<file path="src/rtl/rename_scoreboard_pkg.sv">
// Shared constants and width helpers for the register-alias table and scoreboard.
package rename_scoreboard_pkg;

  localparam int WB_ALU = 0;
  localparam int WB_MEM = 1;
  localparam int WB_MUL = 2;

  function automatic int rob_id_width(input int entries);
    return (entries > 1) ? $clog2(entries) : 1;
  endfunction

  function automatic int idx_width(input int regs);
    return (regs > 1) ? $clog2(regs) : 1;
  endfunction

  function automatic int count_width(input int regs);
    return $clog2(regs + 1);
  endfunction

endpackage

</file>
<file path="src/rtl/rename_wb_match.sv">
// Combinational comparator: flags when any valid writeback channel carries rob_id.
module rename_wb_match #(
  parameter int NUM_WB   = 3,
  parameter int ROB_ID_W = 4
) (
  input  logic [ROB_ID_W-1:0]        rob_id,
  input  logic [NUM_WB-1:0]          wb_valid,
  input  logic [NUM_WB*ROB_ID_W-1:0] wb_rob_id,
  output logic                       hit
);

  always_comb begin
    hit = 1'b0;
    for (int i = 0; i < NUM_WB; i++) begin
      if (wb_valid[i] && (wb_rob_id[i*ROB_ID_W +: ROB_ID_W] == rob_id)) hit = 1'b1;
    end
  end

endmodule

</file>
<file path="src/rtl/rename_scoreboard.sv">
// Register-alias table with per-register result-ready tracking for decode.
module rename_scoreboard
  import rename_scoreboard_pkg::*;
#(
  parameter int ARCH_REGS   = 32,
  parameter int ROB_ENTRIES = 16,
  parameter int NUM_WB      = 3,
  parameter int ROB_ID_W    = rob_id_width(ROB_ENTRIES),
  parameter int AW          = idx_width(ARCH_REGS),
  parameter int CW          = count_width(ARCH_REGS)
) (
  input  logic                       clk,
  input  logic                       rst,
  input  logic [AW-1:0]              rs1_idx,
  input  logic [AW-1:0]              rs2_idx,
  output logic                       rs1_busy,
  output logic                       rs2_busy,
  output logic [ROB_ID_W-1:0]        rs1_rob_id,
  output logic [ROB_ID_W-1:0]        rs2_rob_id,
  output logic                       rs1_ready,
  output logic                       rs2_ready,
  input  logic                       rename_valid,
  input  logic [AW-1:0]              rename_rd,
  input  logic [ROB_ID_W-1:0]        rename_rob_id,
  input  logic                       commit_valid,
  input  logic [AW-1:0]              commit_rd,
  input  logic [ROB_ID_W-1:0]        commit_rob_id,
  input  logic [NUM_WB-1:0]          wb_valid,
  input  logic [NUM_WB*ROB_ID_W-1:0] wb_rob_id,
  input  logic                       flush,
  output logic [CW-1:0]              busy_count
);

  logic [ARCH_REGS-1:0] busy_q, busy_d;
  logic [ARCH_REGS-1:0] ready_q, ready_d;
  logic [ROB_ID_W-1:0]  rob_id_q [ARCH_REGS];
  logic [ROB_ID_W-1:0]  rob_id_d [ARCH_REGS];
  logic [ARCH_REGS-1:0] entry_hit;
  logic [CW-1:0]        count_q, count_d;

  for (genvar r = 0; r < ARCH_REGS; r++) begin : g_entry
    rename_wb_match #(.NUM_WB(NUM_WB), .ROB_ID_W(ROB_ID_W)) u_match (
      .rob_id    (rob_id_q[r]),
      .wb_valid  (wb_valid),
      .wb_rob_id (wb_rob_id),
      .hit       (entry_hit[r])
    );
  end

  // Lookups read registered state only; a same-cycle broadcast is bypassed into ready.
  logic [AW-1:0]       lk_idx    [2];
  logic [ROB_ID_W-1:0] lk_stored [2];
  logic [1:0]          lk_hit, lk_busy, lk_ready;
  logic [ROB_ID_W-1:0] lk_rob_id [2];

  assign lk_idx[0] = rs1_idx;
  assign lk_idx[1] = rs2_idx;

  for (genvar p = 0; p < 2; p++) begin : g_lookup
    assign lk_stored[p] = rob_id_q[lk_idx[p]];
    rename_wb_match #(.NUM_WB(NUM_WB), .ROB_ID_W(ROB_ID_W)) u_match (
      .rob_id    (lk_stored[p]),
      .wb_valid  (wb_valid),
      .wb_rob_id (wb_rob_id),
      .hit       (lk_hit[p])
    );
    assign lk_busy[p]   = (lk_idx[p] != '0) && busy_q[lk_idx[p]];
    assign lk_ready[p]  = lk_busy[p] && (ready_q[lk_idx[p]] || lk_hit[p]);
    assign lk_rob_id[p] = lk_busy[p] ? lk_stored[p] : '0;
  end

  assign rs1_busy   = lk_busy[0];
  assign rs2_busy   = lk_busy[1];
  assign rs1_ready  = lk_ready[0];
  assign rs2_ready  = lk_ready[1];
  assign rs1_rob_id = lk_rob_id[0];
  assign rs2_rob_id = lk_rob_id[1];

  // Per-register next state, priority flush > rename > commit > writeback; x0 stays idle.
  always_comb begin
    busy_d   = busy_q;
    ready_d  = ready_q;
    rob_id_d = rob_id_q;
    for (int r = 0; r < ARCH_REGS; r++) begin
      if (r == 0 || flush) begin
        busy_d[r]  = 1'b0;
        ready_d[r] = 1'b0;
      end else if (rename_valid && rename_rd == AW'(r)) begin
        busy_d[r]   = 1'b1;
        ready_d[r]  = 1'b0;
        rob_id_d[r] = rename_rob_id;
      end else if (commit_valid && commit_rd == AW'(r) && busy_q[r] &&
                   rob_id_q[r] == commit_rob_id) begin
        busy_d[r]  = 1'b0;
        ready_d[r] = 1'b0;
      end else if (busy_q[r] && entry_hit[r]) begin
        ready_d[r] = 1'b1;
      end
    end
  end

  always_comb begin
    count_d = '0;
    for (int r = 0; r < ARCH_REGS; r++) count_d = count_d + CW'(busy_d[r]);
  end

  always_ff @(posedge clk or negedge rst) begin
    if (!rst) begin
      busy_q  <= '0;
      ready_q <= '0;
      count_q <= '0;
      for (int r = 0; r < ARCH_REGS; r++) rob_id_q[r] <= '0;
    end else begin
      busy_q   <= busy_d;
      ready_q  <= ready_d;
      count_q  <= count_d;
      rob_id_q <= rob_id_d;
    end
  end

  assign busy_count = count_q;

endmodule
</file>
<file path="config.mk">
export PLATFORM = sky130hd
export DESIGN_NAME = rename_scoreboard
export DESIGN_NICKNAME = d
export VERILOG_FILES = /design/src/rtl/rename_scoreboard_pkg.sv /design/src/rtl/rename_wb_match.sv /design/src/rtl/rename_scoreboard.sv
export SDC_FILE = /design/constraint.sdc
export NUM_CORES = 1
export LEC_CHECK = 0
export BUFFER_PORTS_ARGS = -buffer_cell sky130_fd_sc_hd__buf_2
export CELL_PAD_IN_SITES_DETAIL_PLACEMENT = 1
export CELL_PAD_IN_SITES_GLOBAL_PLACEMENT = 1
export CORE_MARGIN = 2
export CORE_UTILIZATION = 54
export CTS_CLUSTER_SIZE = 16
export DETAILED_ROUTE_END_ITERATION = 10
export GPL_ROUTABILITY_DRIVEN = 0
export GPL_TIMING_DRIVEN = 0
export PLACE_DENSITY_LB_ADDON = 0.1
export REMOVE_ABC_BUFFERS = 1
export SYNTH_ARGS = -nofsm -noshare
export SYNTH_HDL_FRONTEND = slang
export SYNTH_SLANG_ARGS = --single-unit
</file>
<file path="constraint.sdc">
create_clock -name clk -period 9.35 [get_ports clk]
set_input_delay 0.4675 -clock clk [delete_from_list [all_inputs] [get_ports clk]]
set_output_delay 0.4675 -clock clk [all_outputs]
set_load 0.005 [all_outputs]
</file>
==> metrics.cfg, run 1 <==
[worst_setup_path]
r2r-start = rob_id_q[44]
cp-end-kind = flip-flop
worstRegToRegCells = 19
cp-startpoint = commit_rob_id[2]
arrival_ns = 7.22
worst_r2r_endpoint = busy_count[4]
path_class = input pin to flip-flop
cp_max_fo = 31
rrSetupSlack_ns = 2.90
critPathLaunchType = input pin
critPathRequiredTime_ns = 9.68

[synthesis]
synth_area_um2 = 18400
synth_top_area_share_pct = 26.1
synthDistinctLibCells = 65
synth.largest_area_cell = dfrtp_1
synthTopCellsByArea = dfrtp_1, xor2_1, mux4_2
synth_common_cells = xor2_1, dfrtp_1, xnor2_1
synth_edf_count = 0
yosys_warnings = 0
yosysSeqAreaShare_pct = 26.1
avgSynthCellArea_um2 = 9.50
synth.most_common_cell = xor2_1
synth-seq-cells = 192
synthCells = 1935
synth_async_sr_flop_share_pct = 100
synthFlopType = dfrtp_1

[drt]
routedWlPerCell_um = 30.8
drc_errors = 0
wirelength_um = 68400
drtPass1Iterations = 5
drtIter0Drc = 1735
ant_nets = 0
via_per_inst = 6.84
num_vias = 15200

[clock_tree]
cts.sinks = 192
cts_hold_buf = 0
h-tree-depth = 4
clkTransAtPathRegs_ns = 0.08
cts_buffer_depth = 2
clk_latency_ns = 0.46
cts_made_buffers = 17
cts_tree = built
postCtsSetupRepairBufs = 0
post_cts_resized = 0
root_buffer = clkbuf_16

[placed_design]
pre_cts_ws_ns = 2.19
dpl.hpwl_um = 44800
dpl_cell_area_um2 = 18200
io_buffers = 65

[power_and_ir_drop]
clkPwrFrac_pct = 28.1
p_int_w = 0.00169
power_frac_comb_pct = 30.7
p_sw_w = 0.00103
pwr-share-seq_pct = 41.2
ir_drop_mv = 0.151
swShare_pct = 37.9
p_per_area_nw_per_um2 = 145
p_leak_nw = 8.35

[die]
core_um2 = 33500
die_h_um = 188
initial_core_util_pct = 54.8
placementRows = 67
num_io_pins = 66
die_area_um2 = 35500
die_w_um = 188

[global_route]
antenna_found_initial = 1
grt_max_degree = 118
grt_pass1_vias = 15900
grt_overflow_total = 0
grtUsageTotal_pct = 39.2
grt_pass1_wl_um = 103000

[sta]
rsz0062_at_grt = no
max_freq_mhz = 145
worst_pin_slew_ns = 1.46
post-route-period-util_pct = 73.7
fin_worst_skew_ns = 0.0115
finalSetupViolCount = 0
maxSlewViolCount = 0
finalHoldViolCount = 0
fin_ws_ns = 2.46
min_period_ns = 6.89
maxSlewHeadroom_pct = 2.94
fin_tns_setup_ns = 0

[layout]
final_area_um2 = 18800
regArea_um2 = 4800
final_nets = 1839
layout-drive-gt1-share_pct = 18.6
syn_to_final_growth_pct = 2.27
multi_input_area_um2 = 12300
diodes = 0
nFillCells = 3738

[hold_path]
min_path_type = input pin to asynchronous set/reset pin

[status]
status = finished clean

[flow_run]
max-cap-violations = 0

per-layer routing:
metal,wire length [µm],global-route usage (%),vias to the layer above
met5,11,0,-
met3,6030,6.50,236
met1,28000,53.5,7840
met2,31100,60.9,834
met4,3180,19.4,2
li1,-,-,6281
power groups by stage:
stage | combinational [W] | clock (W) | sequential [W]
finish | 0.000837 | 0.000765 | 0.00112
CTS | 0.000825 | 0.000770 | 0.00111
global placement | 0.000779 | 0 | 0.00112
global route | 0.000898 | 0.000796 | 0.00114
detailed placement | 0.000817 | 0 | 0.00113
floorplan | 0.000532 | 0 | 0.00106
final cells by class:
cell class	instances	area share (%)
Multi-Input combinational cell	1439	65.5
Sequential cell	192	25.6
Tap cell	448	2.98
Clock buffer	20	2.38
Timing Repair Buffer	66	1.96
Inverter	45	0.899
Clock inverter	12	0.726
stage by stage:
step | util [%] | cells | total power (W) | hold WS, ns
finish | 56.1 | 2222 | 0.00272 | 0.0924
global route | 56.1 | 2222 | 0.00283 | 0.164
CTS | 56.1 | 2222 | 0.00271 | 0.128
detailed placement | 54.3 | 2190 | 0.00195 | 0.519
global placement | 54.2 | 2189 | 0.00190 | 0.506
floorplan | - | 1676 | 0.00159 | 0.172
state kept, by name (all words and copies together) (netlist names):
| register | cells |
|---|---|
| rob_id_q | 124 |
| ready_q | 31 |
| busy_count | 6 |
| busy_q | 31 |
cells in the final DEF, fill, tap and decap left out, types with 3 or more instances in the layout:
| cell type | Yosys | layout |
|---|---|---|
| clkbuf_16 | 0 | 17 |
| a211oi_1 | 8 | 8 |
| dfrtp_1 | 192 | 192 |
| and2_1 | 7 | 7 |
| buf_2 | 23 | 62 |
| xor2_1 | 340 | 340 |
| a2111oi_0 | 3 | 3 |
| nor4_1 | 35 | 35 |
| nor3b_1 | 6 | 6 |
| nor2b_1 | 20 | 20 |
| xnor2_1 | 183 | 183 |
| nand3_1 | 24 | 24 |
| a221oi_1 | 6 | 6 |
| a41oi_1 | 30 | 30 |
| a21o_1 | 11 | 11 |
| nor3_1 | 61 | 61 |
| clkinv_4 | 0 | 4 |
| nand2_1 | 128 | 128 |
| nand4_1 | 7 | 7 |
| o41ai_1 | 31 | 31 |
| mux4_2 | 78 | 78 |
| mux2i_1 | 22 | 22 |
| o22ai_1 | 6 | 6 |
| fa_1 | 23 | 23 |
| a21oi_1 | 48 | 48 |
| ha_1 | 7 | 7 |
| nand2b_1 | 16 | 16 |
| or2_2 | 3 | 3 |
| mux2_2 | 141 | 141 |
| a22o_1 | 3 | 3 |
| a31oi_1 | 34 | 34 |
| clkinvlp_4 | 0 | 3 |
| nor2_1 | 96 | 96 |
| o21ai_0 | 29 | 29 |
| inv_1 | 44 | 44 |
cell families after synthesis:
kind of cell / count (synthesis) / share of synthesized area (%)
muxes: 242 / 19.5
and+or+nand+nor: 412 / 10.6
AOI/OAI and AO/OA: 232 / 8.96
DFF: 192 / 26.1
adders and majority gates: 30 / 2.98
xor gates and xnor gates: 523 / 24.9
buffers and inverters: 304 / 6.88
how the worst max path moves through the flow:
stage	slack, ns	to	depth (start not counted)
2_1_floorplan	3.40	busy_count[4]	19
3_3_place_gp	2.27	busy_count[4]	20
3_5_place_dp	2.19	busy_count[4]	20
4_1_cts	2.58	busy_count[4]	20
5_1_grt	2.32	busy_count[4]	20
6_report	2.46	busy_count[4]	20
worst max-delay path, stage by stage:
cell,delay (ns)
buf_2,0.98
xnor2_1,0.20
nand3_1,0.11
nor2_1,0.16
a41oi_1,0.15
a21oi_1,0.41
fa_1,0.52
fa_1,0.47
fa_1,0.54
inv_1,0.07
fa_1,0.48
fa_1,0.50
inv_1,0.07
fa_1,0.48
inv_1,0.06
fa_1,0.43
fa_1,0.48
a21o_1,0.21
a21oi_1,0.17
xnor2_1,0.23
Power figures use the tool's default switching activity.
==> run 2, diff against run 1 <==
--- a/config.mk
+++ b/config.mk
@@ -9,7 +9,7 @@
 export CELL_PAD_IN_SITES_DETAIL_PLACEMENT = 1
 export CELL_PAD_IN_SITES_GLOBAL_PLACEMENT = 1
 export CORE_MARGIN = 2
-export CORE_UTILIZATION = 54
+export CORE_UTILIZATION = 51
 export CTS_CLUSTER_SIZE = 16
 export DETAILED_ROUTE_END_ITERATION = 10
 export GPL_ROUTABILITY_DRIVEN = 0
==> constraint.sdc (replaced) <==
create_clock -name clk -period 6.55 [get_ports clk]
set_input_delay 0.3275 -clock clk [delete_from_list [all_inputs] [get_ports clk]]
set_output_delay 0.3275 -clock clk [all_outputs]
set_load 0.005 [all_outputs]
==> run 2 against run 1 <==
Against the previous run:
- clock power up 56%
- non-clock buffer count up 2
- worst hold slack better by 0.27 ns
- final cell count rose by 0.72%
- clock skew is 0.0012 ns higher
- utilization down 2.7 points
- die area rose by 5.8%
- power grew 47%
- routed wire length hardly changed
- critical path depth grew 1
- sequential power grew 43%
- critical endpoint unchanged
- highest routed layer is now met4
==> metrics.cfg, run 2 (synthesis gave the netlist of run 1 again) <==
[status]
status = finished clean

[clock_tree]
root_buffer = clkbuf_16
clk_latency_ns = 0.47
clkTransAtPathRegs_ns = 0.08
cts_tree = built
cts_buffer_depth = 2
postCtsSetupRepairBufs = 0
cts.sinks = 192
h-tree-depth = 4
cts_made_buffers = 17

[die]
die_h_um = 194
core_um2 = 35600
die_w_um = 194
die_area_um2 = 37600
num_io_pins = 66
placementRows = 69
initial_core_util_pct = 51.7

[drt]
drc_errors = 0
ant_nets = 0
num_vias = 15100
drtPass1Iterations = 8
wirelength_um = 68400
drtIter0Drc = 1439
routedWlPerCell_um = 30.5
via_per_inst = 6.74

[power_and_ir_drop]
p_sw_w = 0.00149
clkPwrFrac_pct = 29.9
p_per_area_nw_per_um2 = 210
p_leak_nw = 8.41
swShare_pct = 37.3
p_int_w = 0.00250
ir_drop_mv = 0.172
power_frac_comb_pct = 30.0
pwr-share-seq_pct = 40.1

[global_route]
grtUsageTotal_pct = 36.5
antenna_found_initial = 1
grt_overflow_total = 0
grt_pass1_vias = 15800
grt_max_degree = 121
grt_pass1_wl_um = 103000

[worst_setup_path]
critPathRequiredTime_ns = 6.87
cp_max_fo = 4
worst-path-buf-inv = 3
path_class = input pin to flip-flop
arrival_ns = 6.78
crit_family = adder cells
critical-path-max-stage-delay_ns = 0.65
worstPathCellList = buf_2 -> nand2b_1 -> nor2_2 -> nand2_1 -> nor3_1 -> a41oi_1 -> nand2_1 -> nand2_1 -> fa_1 -> fa_1 -> fa_1 -> fa_1 -> fa_1 -> inv_1 -> fa_1 -> inv_1 -> fa_1 -> fa_1 -> a21o_1 -> a21oi_1 -> xnor2_1
slowest_stage = fa_1
critPathLaunchType = input pin
cp_common_cell = fa_1
cp-end-kind = flip-flop

[sta]
finalHoldViolCount = 0
post-route-period-util_pct = 98.6
holdWs_ns = 0.364
worst_pin_slew_ns = 1.46
fin_worst_skew_ns = 0.0127
finalSetupViolCount = 0
maxSlewHeadroom_pct = 2.54
max_freq_mhz = 155
fin_ws_ns = 0.0948
maxSlewViolCount = 0
min_period_ns = 6.46

[layout]
final_common_cell = xor2_1
largest_reg_flops = 124
utilization_pct = 53.4
final_nets = 1841
largest_register = rob_id_q
layout-drive-gt1-share_pct = 19.8
mostFrequentLayoutCells = xor2_1, dfrtp_1, xnor2_1, mux2_2, nand2_1
reg_top3 = rob_id_q x124, busy_q x31, ready_q x31
syn_to_final_growth_pct = 3.30
final_area_um2 = 19000

[placed_design]
io_buffers = 65
dpl_cell_area_um2 = 18300
dpl.hpwl_um = 45600
pre_cts_ws_ns = -0.439

[flow_run]
max-cap-violations = 0

[hold_path]
min_path_type = input pin to flip-flop

==> run 2: timing repair <==
item | CTS | global route
resized for setup | 1 | 24
setup endpoints to repair | 1 | 2
hold buffers | 1 | 0
endpoints found under the hold margin | 119 | 0
pin swaps | 0 | 1
==> run 2: metrics by stage <==
stage	std cells	total power, W	TNS, ns
final	2238	0.00399	0
after detailed placement	2204	0.00279	-0.792
after global routing	2237	0.00416	-0.00858
after CTS	2237	0.00398	0
after floorplan	1676	0.00227	0
after global placement	2202	0.00272	-0.685
==> run 2: power groups by stage <==
stage          Clock, W  Sequential, W  Combinational (W)
3_3_place_gp          0        0.00160            0.00111
5_1_grt         0.00125        0.00162            0.00129
4_1_cts         0.00121        0.00159            0.00118
2_1_floorplan         0        0.00151           0.000759
6_report        0.00119        0.00160            0.00120
3_5_place_dp          0        0.00162            0.00117
==> run 2: layout make-up <==
cell class | count | area, µm²
clock inverter | 14 | 203
multi-input combinational | 1439 | 12400
inverter | 45 | 169
tap | 461 | 577
fill | 3948 | 16600
clock buffer | 18 | 439
timing repair buffer | 68 | 420
sequential | 192 | 4810
antenna | 1 | 2.50
==> run 2: path summary, 6_finish.rpt <==
kind | cells after the start | slack, ns | endpoint | startpoint
hold / removal | 5 | 0.36 | ready_q[7] | rename_rd[3]
min in group asynchronous | 3 | 0.52 | rob_id_q[90] | rst
max in group asynchronous | 4 | 5.17 | rob_id_q[44] | rst
setup / recovery | 21 | 0.09 | busy_count[4] | commit_rd[3]
setup reg to reg | 19 | 0.15 | busy_count[4] | rob_id_q[102]
hold reg to reg | 2 | 0.53 | ready_q[21] | ready_q[21]
==> run 2: worst register-to-register path, stage by stage, from the launching register on <==
cell	delay, ns
dfrtp_1	0.53
xnor2_1	0.17
nand2_1	0.08
nor3_1	0.32
a41oi_1	0.20
nand2_1	0.12
nand2_1	0.09
fa_1	0.65
fa_1	0.47
fa_1	0.52
fa_1	0.46
fa_1	0.50
inv_1	0.07
fa_1	0.48
inv_1	0.05
fa_1	0.45
fa_1	0.49
a21o_1	0.21
a21oi_1	0.17
xnor2_1	0.25
==> run 2: per-layer routing <==
| metal | share of wire [%] | wire [µm] | GRT usage, % |
|---|---|---|---|
| met5 | 0 | 0 | 0 |
| met4 | 4.4 | 3020 | 16.7 |
| met3 | 8.3 | 5710 | 6.37 |
| met2 | 45 | 30800 | 57.0 |
| met1 | 42 | 28800 | 49.8 |
==> run 3, diff against run 2 <==
--- a/config.mk
+++ b/config.mk
@@ -5,11 +5,13 @@
 export SDC_FILE = /design/constraint.sdc
 export NUM_CORES = 1
 export LEC_CHECK = 0
+export ABC_AREA = 1
 export BUFFER_PORTS_ARGS = -buffer_cell sky130_fd_sc_hd__buf_2
 export CELL_PAD_IN_SITES_DETAIL_PLACEMENT = 1
 export CELL_PAD_IN_SITES_GLOBAL_PLACEMENT = 1
 export CORE_MARGIN = 2
-export CORE_UTILIZATION = 51
+export CORE_UTILIZATION = 46
+export CTS_BUF_LIST = sky130_fd_sc_hd__clkbuf_8 sky130_fd_sc_hd__clkbuf_16
 export CTS_CLUSTER_SIZE = 16
 export DETAILED_ROUTE_END_ITERATION = 10
 export GPL_ROUTABILITY_DRIVEN = 0
==> run 3 against run 2 <==
Against the previous run:
- the run now ends with max-capacitance violations, max-slew violations left
- sequential cell count unchanged
- global-route usage increased by 12 points
- clock skew increased by 0.0011 ns
- critical path depth unchanged
- synthesized area increased by 1.6%
- largest power group unchanged
==> metrics.cfg, run 3 <==
[clock_tree]
cts_buffer_depth = 2
cts_tree = built
clkTransAtPathRegs_ns = 0.08
clk_latency_ns = 0.54
cts_made_buffers = 17
cts.sinks = 192
root_buffer = clkbuf_16
h-tree-depth = 4

[worst_setup_path]
worstPathCellList = buf_4 -> inv_4 -> o22ai_1 -> nor4_1 -> nand2_1 -> nand2_1 -> a21oi_1 -> fa_1 -> fa_1 -> fa_1 -> fa_1 -> fa_1 -> inv_1 -> fa_1 -> inv_1 -> fa_2 -> fa_1 -> a21oi_1 -> nor2_1 -> nor2_1 -> xnor2_1
worst_r2r_endpoint = busy_count[4]
r2r-start = rob_id_q[100]
critPathRequiredTime_ns = 7.00
critPathLaunchType = input pin
arrival_ns = 6.87
critical-path-max-stage-delay_ns = 0.64
path_class = input pin to flip-flop
cp_max_fo = 30
cp_common_cell = fa_1
slowest_stage = fa_1
worstRegToRegCells = 20
cp-end-kind = flip-flop
rrSetupSlack_ns = 0.20

[placed_design]
pre_cts_ws_ns = -1.05
io_buffers = 65
dpl_cell_area_um2 = 18700
dpl.hpwl_um = 63700

[die]
core_um2 = 39900
num_io_pins = 66
die_h_um = 206
die_w_um = 206
die_area_um2 = 42200
initial_core_util_pct = 46.8
placementRows = 73

[synthesis]
synthCells = 2929
synthDistinctLibCells = 40
yosysSeqAreaShare_pct = 25.7
synthTopCellsByArea = dfrtp_1, nand2_1, nand3_1
synth.most_common_cell = nand2_1
synth_area_um2 = 18700
synth.largest_area_cell = dfrtp_1
synth_edf_count = 0
synth_common_cells = nand2_1, nand3_1, o21ai_0
synth_async_sr_flop_share_pct = 100
avgSynthCellArea_um2 = 6.38
synth_top_area_share_pct = 25.7
yosys_warnings = 0
synthFlopType = dfrtp_1
synth-seq-cells = 192

[global_route]
grt_max_degree = 99
grt_overflow_total = 0
grtUsageTotal_pct = 48.2
grt_util_met1_pct = 58.5
grt_pass1_wl_um = 148000
antenna_found_initial = 2
grt.met3_usage_pct = 15.3
grt_pass1_vias = 23300
grt.busiest_layer = met2
use_met2_pct = 70.1

[drt]
routedWlPerCell_um = 30.3
drtIter0Drc = 2951
wirelength_um = 101000
drtPass1Iterations = 6
drc_errors = 0
num_vias = 23200
via_per_inst = 7.01
ant_nets = 0

[power_and_ir_drop]
p_per_area_nw_per_um2 = 221
ir_drop_mv = 0.200
p_leak_nw = 8.18

[sta]
finalHoldViolCount = 0
finalSetupViolCount = 0
rsz0062_at_grt = no
min_period_ns = 6.42
worst_pin_slew_ns = 1.57
fin_worst_skew_ns = 0.0139
post-route-period-util_pct = 98.0
max_freq_mhz = 156
maxSlewHeadroom_pct = -4.89
fin_ws_ns = 0.131
maxSlewViolCount = 102

[layout]
final_nets = 2850
reg_top3 = rob_id_q x124, busy_q x31, ready_q x31
mostFrequentLayoutCells = nand2_1, nand3_1, o21ai_0, inv_1, a21oi_1
syn_to_final_growth_pct = 4.45
largest_reg_flops = 124
nFillCells = 5374
final_common_cell = nand2_1
largest_register = rob_id_q
layout-drive-gt1-share_pct = 5.42
final_area_um2 = 19500

[hold_path]
min_path_type = input pin to flip-flop
hold_end = busy_q[15]
min-delay-start = rename_valid
hold_depth = 3

[flow_run]
max-cap-violations = 1

[status]
violations = max-capacitance violations, max-slew violations
status = complete, but fails checks

-- run 3: metrics by stage --
step | std cells | TNS (ns) | util (%) | total power (W) | hold WS [ns]
3_5_place_dp | 3271 | -3.87 | 46.9 | 0.00304 | 0.422
2_1_floorplan | 2672 | 0 | - | 0.00238 | 0.0319
3_3_place_gp | 3262 | -7.10 | 46.3 | 0.00295 | 0.504
6_report | 3315 | 0 | 48.9 | 0.00431 | 0.199
4_1_cts | 3307 | 0 | 48.5 | 0.00422 | 0.178
5_1_grt | 3310 | 0 | 48.9 | 0.00447 | 0.249
-- run 3: layout make-up --
cell class                 count  area, µm²  area share [%]
antenna                        5       12.5          0.0641
multi-input combinational   2192      11600            59.6
sequential                   192       4810            24.6
timing repair buffer          81        688            3.53
tap                          525        657            3.37
inverter                     288       1100            5.63
clock buffer                  19        453            2.32
clock inverter                13        160           0.821
-- run 3: how the worst max path moves through the flow --
| stage | startpoint | endpoint | slack [ns] | cells after the start |
|---|---|---|---|---|
| 2_1_floorplan | flush | busy_count[4] | 0.46 | 17 |
| 3_3_place_gp | flush | busy_count[4] | -1.59 | 18 |
| 3_5_place_dp | commit_rob_id[2] | busy_count[4] | -1.05 | 21 |
| 4_1_cts | rob_id_q[120] | busy_count[4] | 0.08 | 22 |
| 5_1_grt | rob_id_q[120] | busy_count[4] | 0.009 | 22 |
| 6_report | commit_rob_id[1] | busy_count[4] | 0.13 | 21 |
-- run 3: kinds of logic (layout without fill, tap and decap cells) --
logic type                 count (synthesis)  in the layout  synth area share [%]
DFF                                      192            192                  25.7
AOI/OAI and AO/OA                        873            873                  27.8
xor gates and xnor gates                 102            102                  4.78
and+or+nand+nor                         1187           1187                  26.6
buffers and inverters                    545            401                  12.2
other                                      0              5                     0
adders and majority gates                 30             30                  2.93
-- run 3: metal layers --
layer | vias to the layer above | part of all wire (%)
li1 | 9733 | -
met1 | 11300 | 37
met2 | 1709 | 42
met3 | 553 | 12
met4 | 2 | 9.1
met5 | - | 0.016
-- run 3: critical path, delay by kind of cell --
kind,cells,cell delay (ns)
xor+xnor,1,0.15
compound gates,3,0.50
simple gates,5,0.90
buf+inv,4,0.97
fa+ha+maj,8,3.97
-- run 3: power by group --
group          switching (W)  internal, W  total (W)
Sequential          0.000304      0.00131    0.00161
Clock               0.000573     0.000620    0.00119
Combinational        0.00102     0.000482    0.00150
-- run 3: what timing repair did --
item | CTS | global route
endpoints found under the setup margin | 5 | 2
endpoints found under the hold margin | 97 | 0
hold buffers | 1 | 0
buffers inserted | 3 | 0
resized for setup | 8 | 10
